## src/rtl/mem_arbiter.sv

```systemverilog
// mem_arbiter: round-robin line-fill arbiter sharing one memory port between icache and dcache
module mem_arbiter #(
    parameter int ADDRSZ  = 64,
    parameter int BLOCKSZ = 512
) (
    input  logic               clk,
    input  logic               reset,
    input  logic               i_req,
    input  logic [ADDRSZ-1:0]  i_addr,
    input  logic               d_req,
    input  logic [ADDRSZ-1:0]  d_addr,
    output logic [ADDRSZ-1:0]  mem_addr,
    output logic               mem_req,
    input  logic [BLOCKSZ-1:0] mem_data_in,
    input  logic               mem_data_valid,
    output logic [BLOCKSZ-1:0] line_out,
    output logic               i_valid,
    output logic               d_valid,
    output logic               busy
);
    typedef enum logic [1:0] {IDLE, ISSUE, WAIT, DONE} state_t;
    typedef enum logic {SRC_I, SRC_D} src_t;

    state_t             state, state_nxt;
    src_t               gnt, gnt_nxt, last, last_nxt;
    logic [ADDRSZ-1:0]  mem_addr_nxt;
    logic [BLOCKSZ-1:0] line_nxt;

    // State, grant bookkeeping, latched address and returned line
    always_ff @(posedge clk) begin
        if (reset) begin
            state    <= IDLE;
            gnt      <= SRC_I;
            last     <= SRC_D;
            mem_addr <= '0;
            line_out <= '0;
        end else begin
            state    <= state_nxt;
            gnt      <= gnt_nxt;
            last     <= last_nxt;
            mem_addr <= mem_addr_nxt;
            line_out <= line_nxt;
        end
    end

    // Next-state: grant in IDLE (ties go to whoever was not served last), capture line in WAIT
    always_comb begin
        state_nxt    = state;
        gnt_nxt      = gnt;
        last_nxt     = last;
        mem_addr_nxt = mem_addr;
        line_nxt     = line_out;
        unique case (state)
            IDLE: begin
                if (i_req || d_req) begin
                    gnt_nxt      = (i_req && d_req) ? ((last == SRC_I) ? SRC_D : SRC_I)
                                                    : (i_req ? SRC_I : SRC_D);
                    mem_addr_nxt = (gnt_nxt == SRC_I) ? i_addr : d_addr;
                    state_nxt    = ISSUE;
                end
            end
            ISSUE: state_nxt = WAIT;
            WAIT: begin
                if (mem_data_valid) begin
                    line_nxt  = mem_data_in;
                    state_nxt = DONE;
                end
            end
            DONE: begin
                last_nxt  = gnt;
                state_nxt = IDLE;
            end
        endcase
    end

    // Strobes decode purely from state so reset clears them immediately
    always_comb begin
        mem_req = (state == ISSUE);
        i_valid = (state == DONE) && (gnt == SRC_I);
        d_valid = (state == DONE) && (gnt == SRC_D);
        busy    = (state != IDLE);
    end
endmodule

```

## config.mk

```make
export PLATFORM = sky130hd
export DESIGN_NAME = mem_arbiter
export DESIGN_NICKNAME = d
export VERILOG_FILES = /design/src/rtl/mem_arbiter.sv
export SDC_FILE = /design/constraint.sdc
export NUM_CORES = 1
export LEC_CHECK = 0
export ABC_AREA = 1
export BUFFER_PORTS_ARGS = -buffer_cell sky130_fd_sc_hd__buf_2
export CAP_MARGIN = 40
export CORE_AREA = 2 2 471 473
export CTS_CLUSTER_DIAMETER = 60
export CTS_CLUSTER_SIZE = 16
export DETAILED_ROUTE_END_ITERATION = 10
export DIE_AREA = 0 0 473 475
export PLACE_DENSITY = 0.38
export SETUP_SLACK_MARGIN = 0.2
export SLEW_MARGIN = 20
export SYNTH_ARGS = -nofsm -noshare
export SYNTH_HDL_FRONTEND = slang
export SYNTH_SLANG_ARGS = --single-unit
```

## constraint.sdc

```tcl
create_clock -name clk -period 1.55 [get_ports clk]
set_clock_uncertainty 0.15 [all_clocks]
set_input_delay 0.155 -clock clk [delete_from_list [all_inputs] [get_ports clk]]
set_output_delay 0.155 -clock clk [all_outputs]
set_load 0.02 [all_outputs]
```

Word-level counts from Yosys, hierarchy flattened
Index checks and enable logic that the tools add are counted.
{"block": "op_classes", "bitwise": 1, "muxes": 7, "n_eq_ne": 5, "n_reduce_logical": 9}
{"op": "64-bit two-way mux", "n": 1}
{"op": "2-bit one-hot mux with 4 select lines", "n": 1}
{"op": "2-bit AND reduction", "n": 3}
{"op": "2-bit equality test (second input constant)", "n": 2}
{"op": "2-bit two-way mux", "n": 2}
{"op": "2-bit inequality test (second input constant)", "n": 2}
{"op": "1-bit logical AND", "n": 3}
{"op": "1-bit two-way mux", "n": 3}
{"op": "2-bit by 1-bit equality test with 1-bit output (second input constant)", "n": 1}
{"op": "2-bit logical NOT", "n": 1}
{"op": "2-bit nonzero test", "n": 1}
{"op": "1-bit logical OR", "n": 1}
{"op": "1-bit NOT", "n": 1}
{"block": "totals", "elab_cells": 27, "reg_bits": 580}

Depth between registers and ports, before layout
{"block": "depth", "word_depth": 3, "ltp_mapped": 9}

Worst setup path after synthesis
Ideal clock, no wire load.
{"block": "synth_timing", "path_kind": "reg2reg", "start": "reg state[0]", "end": "reg gnt", "setup_ps": 116, "stages_incl_launch_ff": 9, "path_slack_ps": -47, "t_arrival_ps": 1331, "required_time_ps": 1284, "cell_sequence": "dfxtp_1 > inv_1 > ha_1 > inv_1 > nor2_1 > buf_4 > buf_4 > nor2_1 > nor2_1"}
{"block": "synth_via", "elab_chain_cells": 2}
{"element": "from (decl)", "line": "24", "rtl": "state_t state, state_nxt;"}
{"element": "from (signal assigned)", "line": "38", "rtl": "state <= state_nxt;"}
{"element": "2-bit logical NOT", "line": "53", "rtl": "unique case (state)"}
{"element": "2-bit AND reduction (no source line)"}
{"element": "to (signal assigned)", "line": "39", "rtl": "gnt <= gnt_nxt;"}
{"element": "to (decl)", "line": "25", "rtl": "src_t gnt, gnt_nxt, last, last_nxt;"}
Every way passes these cells.
A chain may end at the register's enable or synchronous reset.

Worst setup path in the final report
{"block": "layout_timing", "start": "reg state[1]", "end": "reg line_out[408]"}
{"block": "layout_via", "elab_chain_cells": 2}
{"element": "2-bit equality test", "line": "53"}
{"element": "2-bit AND reduction (no source line)"}
{"element": "to (signal assigned)", "line": "42", "rtl": "line_out <= line_nxt;"}
{"element": "to (decl)", "line": "16", "rtl": "output logic [BLOCKSZ-1:0] line_out,"}
Every way passes these cells.

==> impl_metrics.json <==
{
  "p_switching_mw": 28.7,
  "wl_um": 173000,
  "grt_antenna_before_repair": 115,
  "hold_class": "primary input to register",
  "num_vias": 28300,
  "syn_nets": 3457,
  "numClockSinks": 580,
  "port_buffers": 1224,
  "worst_pin_slew_ns": 0.784,
  "coreArea_um2": 219000,
  "worstPathMaxFanout": 6,
  "ant_nets": 0,
  "drc_errors": 0,
  "gp_congestion": 0.905,
  "grt_max_degree": 79,
  "synth_seq_cells": 580,
  "comb_power_share": 0.432,
  "die_w_um": 473,
  "cts_buffers": 81,
  "die_h_um": 475,
  "rsz0062_at_grt": "yes",
  "cts_tree": "built",
  "powerDensity_nw_per_um2": 1500,
  "min_period_over_period": 1.30,
  "viasPerCell": 3.57,
  "p_leak_nw": 21.5,
  "netlist_area_um2": 21200,
  "wl_per_cell_um": 21.8,
  "first_global_vias": 27800,
  "period_minus_slack_ns": 2.02,
  "hold_viol": 0,
  "outcome": "complete, but fails checks",
  "firstDrtPassIters": 6,
  "post-route-worst-setup-slack_ns": -0.469,
  "finalMaxSlewViolations": 0,
  "area_growth_pct": 125,
  "worstPathRequired_ns": 2.01,
  "arrival_ns": 2.48,
  "violations": "setup timing",
  "setup_viol": 913,
  "htreeDepth": 3,
  "num_io_pins": 1225,
  "end_kind": "register",
  "die_area_um2": 225000,
  "drv_cap": 0,
  "netlist_top_cells_area": "dfxtp_1 (55%), nor2_1 (18%), o21ai_0 (12%)",
  "grt_overflow_total": 0,
  "clkPwrFrac": 0.280,
  "synth_top_area_share": 0.548,
  "finalNetCount": 5613,
  "ys_seq_area_frac": 0.548,
  "synth_top_cell_by_area": "dfxtp_1",
  "place_hpwl_um": 125000,
  "start_kind": "register",
  "clk_pin_slew_ns": 0.07,
  "gr-usage-all-layers": 0.143,
  "drt_first_iter_violations": 1366,
  "worstSetupPathType": "register to register",
  "place_ws_ns": -0.407,
  "yosysWarnings": 0,
  "syn_area_per_cell_um2": 7.54,
  "initial_core_util": 0.0966,
  "p_seq_frac": 0.288,
  "ys_types": 16,
  "grt_pass1_wl_um": 224000,
  "internal_power_mw": 42.7,
  "tns_ns": -188.95,
  "relSlewSlack": 0.477,
  "layout-drive-gt1-share": 0.411,
  "ir_drop_v": 0.000722,
  "clockRootBuffer": "clkbuf_16",
  "clockBufferDepth": 3,
  "hold_ws_ns": 0.0741,
  "synthCells": 2808,
  "power_mw": 71.4,
  "clkLatencyLatePin_ns": 0.72,
  "p_sw_frac": 0.402,
  "rows": 172,
  "clock.fmax_mhz": 495
}
layer usage:
metal  wire length [um]  track usage  up-vias
li1                   -            -    13400
met1              70700        0.172    13200
met2              77800        0.230     1342
met3              16800       0.0523      297
met4               7230       0.0621       72
met5                462            0        -
synth_stat cells:
| cell | number |
|---|---|
| nor2_1 | 1030 |
| nand3_1 | 128 |
| nand2_2 | 1 |
| buf_2 | 91 |
| o21ai_0 | 514 |
| dfxtp_1 | 580 |
| inv_2 | 1 |
| buf_4 | 39 |
| a21oi_1 | 66 |
| ha_1 | 4 |
| nand3b_1 | 1 |
| o211ai_1 | 1 |
| clkbuf_1 | 80 |
| nand2_1 | 135 |
| o21ai_2 | 1 |
| inv_1 | 136 |
critical path, stage by stage (launching register included):
cell and delay, ns:
dfxtp_4 0.34, buf_6 0.11, ha_4 0.17, buf_12 0.13
nand2_8 0.09, buf_12 0.13, clkinv_16 0.06, buf_16 0.15
buf_16 0.17, buf_12 0.14, buf_8 0.13, nor2_2 0.08
nor2_1 0.05
power by group through the flow:
stage | combinational, mW | sequential [mW] | clock, mW
floorplan | 8.19 | 24.1 | 0
global placement | 21.5 | 20.2 | 0
detailed placement | 21.5 | 20.3 | 0
CTS | 28.5 | 20.2 | 20.7
global route | 33.1 | 20.9 | 21.3
finish | 30.9 | 20.6 | 20.0
path summary, 6_finish.rpt:
kind | start | to | slack (ns) | cells after the start
max | state[1] | line_out[408] | -0.47 | 12
min | mem_data_in[416] | line_out[416] | 0.07 | 4
max reg2reg | state[1] | line_out[408] | -0.47 | 12
min reg2reg | line_out[372] | line_out[372] | 0.32 | 2
stage by stage:
step           utilization  area (um^2)  std cells
2_1_floorplan            -        21700       2808
3_3_place_gp         0.145        31700       6867
3_5_place_dp         0.145        31700       6867
4_1_cts              0.207        45300       7857
5_1_grt              0.217        47600       7916
6_report             0.218        47700       7934
sequential cells by signal, summed over array words and instances, names as in the netlist:
register  cells
gnt           1
last          1
line_out    512
mem_addr     64
state         2
kinds of logic (layout without fill, tap and decap cells):
group,Yosys count,count (layout),synth area share
and+or+nand+nor,1295,1296,0.237
AOI/OAI and AO/OA,582,582,0.138
DFF,580,580,0.548
buffers and inverters,347,2571,0.0738
adders and majority gates,4,4,0.00236
other,0,30,0
cells in the final DEF (no fill, tap or decap), types with 5 or more instances in the layout:
cell type      count
a21oi_1           66
buf_12            59
buf_16            72
buf_2           1212
buf_4            120
buf_6             33
buf_8             16
clkbuf_1           5
clkbuf_16        109
clkbuf_8           9
clkinv_16          9
clkinv_2           5
clkinv_4           7
clkinvlp_4        15
dfxtp_1          570
dfxtp_2            6
diode_2           30
dlygate4sd3_1    735
inv_1            130
inv_6             13
inv_8              7
nand2_1          132
nand3_1          123
nand3_2            5
nor2_1           790
nor2_2            84
nor2_4           156
o21ai_0          320
o21ai_1           93
o21ai_2           90
o21ai_4           12
layout make-up:
type	count	area, um^2
flip-flops and latches	580	11600
clock inverters	56	673
repair inverters	6	148
well taps	2871	3590
multi-input cells	1882	9970
repair buffers	2276	18800
clock buffers	96	2190
diodes	30	75.1
inverters	137	561
fillers	24100	171000
timing repair:
action,CTS,global route
hold buffers,735,0
pin swaps,44,52
gates resized for setup,410,517
buffers inserted,44,14
gates cloned,59,33
hold endpoints to repair,580,0
setup endpoints to repair,1158,1159
Power figures use the tool's default switching activity.
